## config.mk

```make
export PLATFORM = sky130hd
export DESIGN_NAME = paddle_render_sequencer
export DESIGN_NICKNAME = d
export VERILOG_FILES = /design/src/rtl/paddle_render_sequencer.sv
export SDC_FILE = /design/constraint.sdc
export NUM_CORES = 1
export LEC_CHECK = 0
export ABC_AREA = 1
export CAP_MARGIN = 15
export CORE_MARGIN = 8
export CORE_UTILIZATION = 40
export DETAILED_ROUTE_END_ITERATION = 8
export SLEW_MARGIN = 20
export SYNTH_ARGS = -nofsm -noshare
export SYNTH_HDL_FRONTEND = slang
export SYNTH_SLANG_ARGS = --single-unit
```

## constraint.sdc

```tcl
create_clock -name clk -period 1.6 [get_ports clk]
set_clock_uncertainty 0.05 [all_clocks]
set_input_delay 0.24 -clock clk [delete_from_list [all_inputs] [get_ports clk]]
set_output_delay 0.24 -clock clk [all_outputs]
set_load 0.01 [all_outputs]
```

## src/rtl/paddle_render_sequencer.sv

```systemverilog
// Paddle render sequencer: per frame, issues clear/draw stage pulses for two paddles,
// waits on the renderer's done pulses with a per-stage timeout, and queues one extra request.
module paddle_render_sequencer #(
   parameter int TIMEOUT = 1024,
   parameter int CNT_W   = $clog2(TIMEOUT) + 1
) (
   input  logic clk,
   input  logic resetn,
   input  logic enable,
   input  logic frame_tick,
   input  logic moved1,
   input  logic moved2,
   input  logic done_clear1,
   input  logic done_draw1,
   input  logic done_clear2,
   input  logic done_draw2,
   input  logic err_clr,
   output logic pulse_clear1,
   output logic pulse_draw1,
   output logic pulse_clear2,
   output logic pulse_draw2,
   output logic busy,
   output logic frame_done,
   output logic overrun,
   output logic timeout_err
);

   typedef enum logic [3:0] {
      S_IDLE   = 4'd0,
      S_CLR1   = 4'd1,
      S_W_CLR1 = 4'd2,
      S_DRW1   = 4'd3,
      S_W_DRW1 = 4'd4,
      S_CLR2   = 4'd5,
      S_W_CLR2 = 4'd6,
      S_DRW2   = 4'd7,
      S_W_DRW2 = 4'd8,
      S_DONE   = 4'd9
   } state_t;

   localparam logic [CNT_W-1:0] CNT_LAST = CNT_W'(TIMEOUT - 1);
   localparam logic [CNT_W-1:0] CNT_WARN = CNT_W'(TIMEOUT - 2);
   localparam logic [CNT_W-1:0] CNT_ONE  = CNT_W'(1);

   state_t             state_r, state_s;
   logic [CNT_W-1:0]   cnt_r, cnt_s;
   logic               pending_r, pending_s;
   logic               m1_r, m1_s;
   logic               m2_r, m2_s;
   logic               en_r;
   logic               overrun_r, timeout_err_r;
   logic               set_ov_s, set_to_s;
   logic               wait_s, done_sel_s;
   state_t             tgt_s;

   // Next-state, request queue and timeout decision
   always_comb begin
      state_s    = state_r;
      cnt_s      = cnt_r;
      pending_s  = pending_r;
      m1_s       = m1_r;
      m2_s       = m2_r;
      set_ov_s   = 1'b0;
      set_to_s   = 1'b0;
      wait_s     = 1'b0;
      done_sel_s = 1'b0;
      tgt_s      = S_IDLE;
      if (enable) begin
         // A tick while busy is queued once; a second one is lost.
         if (state_r != S_IDLE && frame_tick) begin
            if (pending_r) begin
               set_ov_s = 1'b1;
            end else begin
               pending_s = 1'b1;
            end
         end else begin
            pending_s = pending_r;
         end
         case (state_r)
            S_IDLE: begin
               if (frame_tick || pending_r) begin
                  m1_s      = moved1;
                  m2_s      = moved2;
                  pending_s = frame_tick & pending_r;
                  state_s   = moved1 ? S_CLR1 : S_DRW1;
               end else begin
                  state_s = S_IDLE;
               end
            end
            S_CLR1:   begin cnt_s = {CNT_W{1'b0}}; state_s = S_W_CLR1; end
            S_DRW1:   begin cnt_s = {CNT_W{1'b0}}; state_s = S_W_DRW1; end
            S_CLR2:   begin cnt_s = {CNT_W{1'b0}}; state_s = S_W_CLR2; end
            S_DRW2:   begin cnt_s = {CNT_W{1'b0}}; state_s = S_W_DRW2; end
            S_W_CLR1: begin wait_s = 1'b1; done_sel_s = done_clear1; tgt_s = S_DRW1; end
            S_W_DRW1: begin wait_s = 1'b1; done_sel_s = done_draw1;  tgt_s = m2_r ? S_CLR2 : S_DRW2; end
            S_W_CLR2: begin wait_s = 1'b1; done_sel_s = done_clear2; tgt_s = S_DRW2; end
            S_W_DRW2: begin wait_s = 1'b1; done_sel_s = done_draw2;  tgt_s = S_DONE; end
            S_DONE:   state_s = S_IDLE;
            default:  state_s = S_IDLE;
         endcase
         // The flag rises as the counter reaches its last value; the advance follows one cycle later.
         if (wait_s) begin
            if (done_sel_s || cnt_r == CNT_LAST) begin
               state_s = tgt_s;
            end else begin
               cnt_s    = cnt_r + CNT_ONE;
               set_to_s = (cnt_r == CNT_WARN);
            end
         end else begin
            set_to_s = 1'b0;
         end
      end else begin
         state_s = state_r;
      end
   end

   // State, counter, queue and sticky flag registers
   always_ff @(posedge clk) begin
      if (!resetn) begin
         state_r       <= S_IDLE;
         cnt_r         <= {CNT_W{1'b0}};
         pending_r     <= 1'b0;
         m1_r          <= 1'b0;
         m2_r          <= 1'b0;
         en_r          <= 1'b0;
         overrun_r     <= 1'b0;
         timeout_err_r <= 1'b0;
      end else begin
         state_r       <= state_s;
         cnt_r         <= cnt_s;
         pending_r     <= pending_s;
         m1_r          <= m1_s;
         m2_r          <= m2_s;
         en_r          <= enable;
         overrun_r     <= set_ov_s | (overrun_r & ~err_clr);
         timeout_err_r <= set_to_s | (timeout_err_r & ~err_clr);
      end
   end

   // en_r gates pulses so a frozen issue/done state never repeats its pulse
   assign pulse_clear1 = en_r & (state_r == S_CLR1);
   assign pulse_draw1  = en_r & (state_r == S_DRW1);
   assign pulse_clear2 = en_r & (state_r == S_CLR2);
   assign pulse_draw2  = en_r & (state_r == S_DRW2);
   assign frame_done   = en_r & (state_r == S_DONE);
   assign busy         = (state_r != S_IDLE);
   assign overrun      = overrun_r;
   assign timeout_err  = timeout_err_r;

endmodule

```

==> results.md <==
- Die Span Y: 75.1 µm
- Final worst slack: -15.1 ps
- Area contributors post-synth: dfxtp_1 29%, nand2_1 12%, inv_1 6.4%, nor2_1 6.2%, nand3_1 6.1%
- Most Crowded Layer GR: met2
- Synthesized net count: 220
- Total core area: 3340 µm²
- Cell taking the most area after synthesis: dfxtp_1
- Grt ovf: 0
- Met3 usage in global routing: 2.40%
- Routed via count: 1,507
- First-pass GRT wire length: 6.42 mm
- Layout area overhead: 51.3%
- FILL cells: 312
- Final setup vio count: 5
- Synth Flop Type: dfxtp_1
- Number of buffer cells added on primary ports: 18
- Vias per inst: 4.78
- Outcome: complete, but fails checks
- VDD IR max: 0.370 mV
- Post-synth EDFFs: 0
- Largest net degree at the start of global routing: 21
- Clock-pin slew on the worst setup and hold paths: 130 ps
- Worst Tran Pin Value: 232 ps
- CP Capture Type: register
- R2r setup slk: -20 ps
- Delay of the slowest cell on the worst path: 370 ps
- Vias in the first global route: 1,504
- Tot Pwr: 1.47 mW
- Clock tree from TritonCTS: yes
- Leak: 0.958 nW
- R2R depth: 13
- RePlAce Congestion: 0.849
- CP max stage cell: dfxtp_4
- DRC: 0
- DRT iter0 DRCs: 46
- FFs w/ async S/R, synth: 0%
- Fin. max-slew vios: 0
- GRT Resource Usage Total: 14.3%
- Kind of critical path: reg -> reg
- Antenna-violating nets left: 0
- Crit path max fanout: 6
- Critical R2R Capture: cnt_r[6]
- Crit-path cells: buf_6 -> buf_6 -> inv_2 -> nor2_2 -> nand3_1 -> nand2_2 -> nor2_4 -> buf_6 -> nand3_4 -> nand3_2 -> o211ai_2 -> nand2_1 -> inv_1
- Routed WL per cell: 12.1 µm
- Hold_buf cts: 0
- Post-Synthesis Cells: 207
- Initial antenna violation count: 0
- Netlist Area Pre-Place: 1400 µm²
- Antenna fix cells: 0
- Sink Count: 20
- Hold Crit Class: reg -> reg
- Root Buffer: clkbuf_4
- H-tree depth: 1
- IO Pins: 19
- Hold Crit Start: overrun
- Crit path launch type: register
- Grt met1 use: 17.6%
- Layout cells sized above 1: 41.6%
- Die ar.: 5650 µm²
- Unrepaired setup endpoints after global routing: yes
- Failing checks: setup timing
- DP Worst Slack: -184 ps
- FP Rows: 21
- Min cycle time layout: 1620 ps
- Max-cap viol count: 0
- Final Cycle Share: 101%
- Worst EP arrival: 1790 ps
- Max Root-Sink Buffers: 2
- Number of synthesized register bits: 20
- Met2 Use GR: 23.7%
- Fmax: 0.619 GHz
- Worst R2R Start: state_r[3]
- Worst path required time: 1780 ps
- Hold Path Depth: 2
- Delay-heaviest family, CP: simple AND/OR/NAND/NOR gates
- Syn Area/Cell: 6.76 µm²
- Worst path bufs/invs: 5
- Library cells used by synthesis: 34
- Total power divided by cell area: 696 nW/µm²
- Number of synthesis warnings: 0
- Initial Utilization: 41.9%
- Detailed Route WL: 3.80 mm
- DR pass1 iterations: 4
- Die width: 75.1 µm
- Clk_lat worst skew: 310 ps
- Layout net count: 283
- Top-area cell type share of the netlist area: 28.6%
- Rel. slew slack: 84.4%
- Hold EP: overrun
- HPWL Detailed: 2.77 mm
- CTS Buf Count: 3
- Sequential-to-total area share from yosys stat: 28.6%
- Number of failing hold endpoints at the final stage: 0
- Most used cell along the critical path: buf_6
registers in the layout, summed over array words and instances, names as in the netlist:
signal       count
timeout_err      1
overrun          1
state_r          4
pending_r        1
m2_r             1
cnt_r           11
en_r             1
power breakdown:
part	switching, mW	internal [mW]
clock	0.168	0.253
sequential	0.0328	0.526
combinational	0.252	0.241
cells in the mapped netlist, types with 3 or more instances:
cell,number
a21oi_1,11
dfxtp_1,20
inv_1,24
inv_2,6
nand2_1,43
nand2_2,7
nand3_1,17
nand3_2,3
nand3b_1,3
nand4_1,4
nor2_1,23
nor2_4,4
nor3_1,4
o21ai_0,8
xor2_1,4
through the flow:
step	TNS, ps	utilization [%]	instances	hold WS [ps]	cell area [µm²]
floorplan	0	-	207	306	1400
global placement	-960	56.5	303	404	1890
detailed placement	-1500	56.5	303	418	1890
CTS	-141	61.4	313	437	2050
global route	-1130	63.4	315	458	2120
finish	-54.3	63.4	315	442	2120
area by class of cell:
class                      count  area, µm²  share of cell area (%)
multi-input combinational    151        938                    44.3
timing repair buffer          63        532                    25.1
sequential                    20        418                    19.7
inverter                      31        119                    5.61
tap                           46       57.6                    2.72
clock inverter                 1       30.0                    1.42
clock buffer                   3       22.5                    1.06
worst max-delay path by stage:
stage,end,cells after the start,slack [ps],from
5_1_grt,cnt_r[1],11,-110,state_r[3]
3_5_place_dp,pulse_clear2,5,-180,state_r[0]
4_1_cts,cnt_r[2],12,-30,state_r[3]
3_3_place_gp,pulse_draw2,6,-130,state_r[2]
2_1_floorplan,cnt_r[2],10,100,cnt_r[1]
6_report,cnt_r[6],13,-20,state_r[3]
routing by layer:
metal	part of all wire (%)	wire, µm
met1	48	1840
met2	47	1790
met3	3.4	128
met4	1.3	51
met5	0	0
worst reg2reg max path, delay by kind of cell (launching register included):
kind / cells / cell delay [ps]
AO/OA/AOI/OAI: 1 / 70
buffers and inverters: 5 / 440
flip-flops: 1 / 370
AND/OR/NAND/NOR: 7 / 610
cell families after synthesis:
group	after synthesis	synth area share, %
XOR/XNOR	5	3.13
AND/OR/NAND/NOR	113	41.2
AO/OA/AOI/OAI	30	13.5
buffers and inverters	37	11.7
flip-flops	20	28.6
adder cells (fa/ha/maj)	2	1.79
timing repair:
item	4_1_cts	5_1_grt
cloned	1	0
buffers inserted	5	2
resized for setup	46	21
endpoints found under the setup margin	18	19
endpoints found under the hold margin	0	0
pin swaps	6	7
cells in the final DEF (no fill, tap or decap), drive strengths merged:
| master | Yosys | routed |
|---|---|---|
| a31oi | 2 | 2 |
| clkdlybuf4s15 | 0 | 1 |
| nand3 | 21 | 22 |
| nand3b | 3 | 3 |
| inv | 30 | 30 |
| bufinv | 0 | 1 |
| nand4 | 4 | 4 |
| nor2 | 30 | 30 |
| ha | 2 | 2 |
| o211ai | 3 | 3 |
| o22ai | 1 | 1 |
| a22oi | 1 | 1 |
| nor3 | 4 | 4 |
| nand2 | 50 | 50 |
| clkinv | 1 | 1 |
| clkbuf | 1 | 5 |
| dfxtp | 20 | 20 |
| nor3b | 1 | 1 |
| xnor2 | 1 | 1 |
| o21ai | 10 | 10 |
| xor2 | 4 | 4 |
| buf | 5 | 48 |
| clkdlybuf4s50 | 0 | 12 |
| a21oi | 13 | 13 |
No activity file was read; power rests on OpenSTA's default activity.
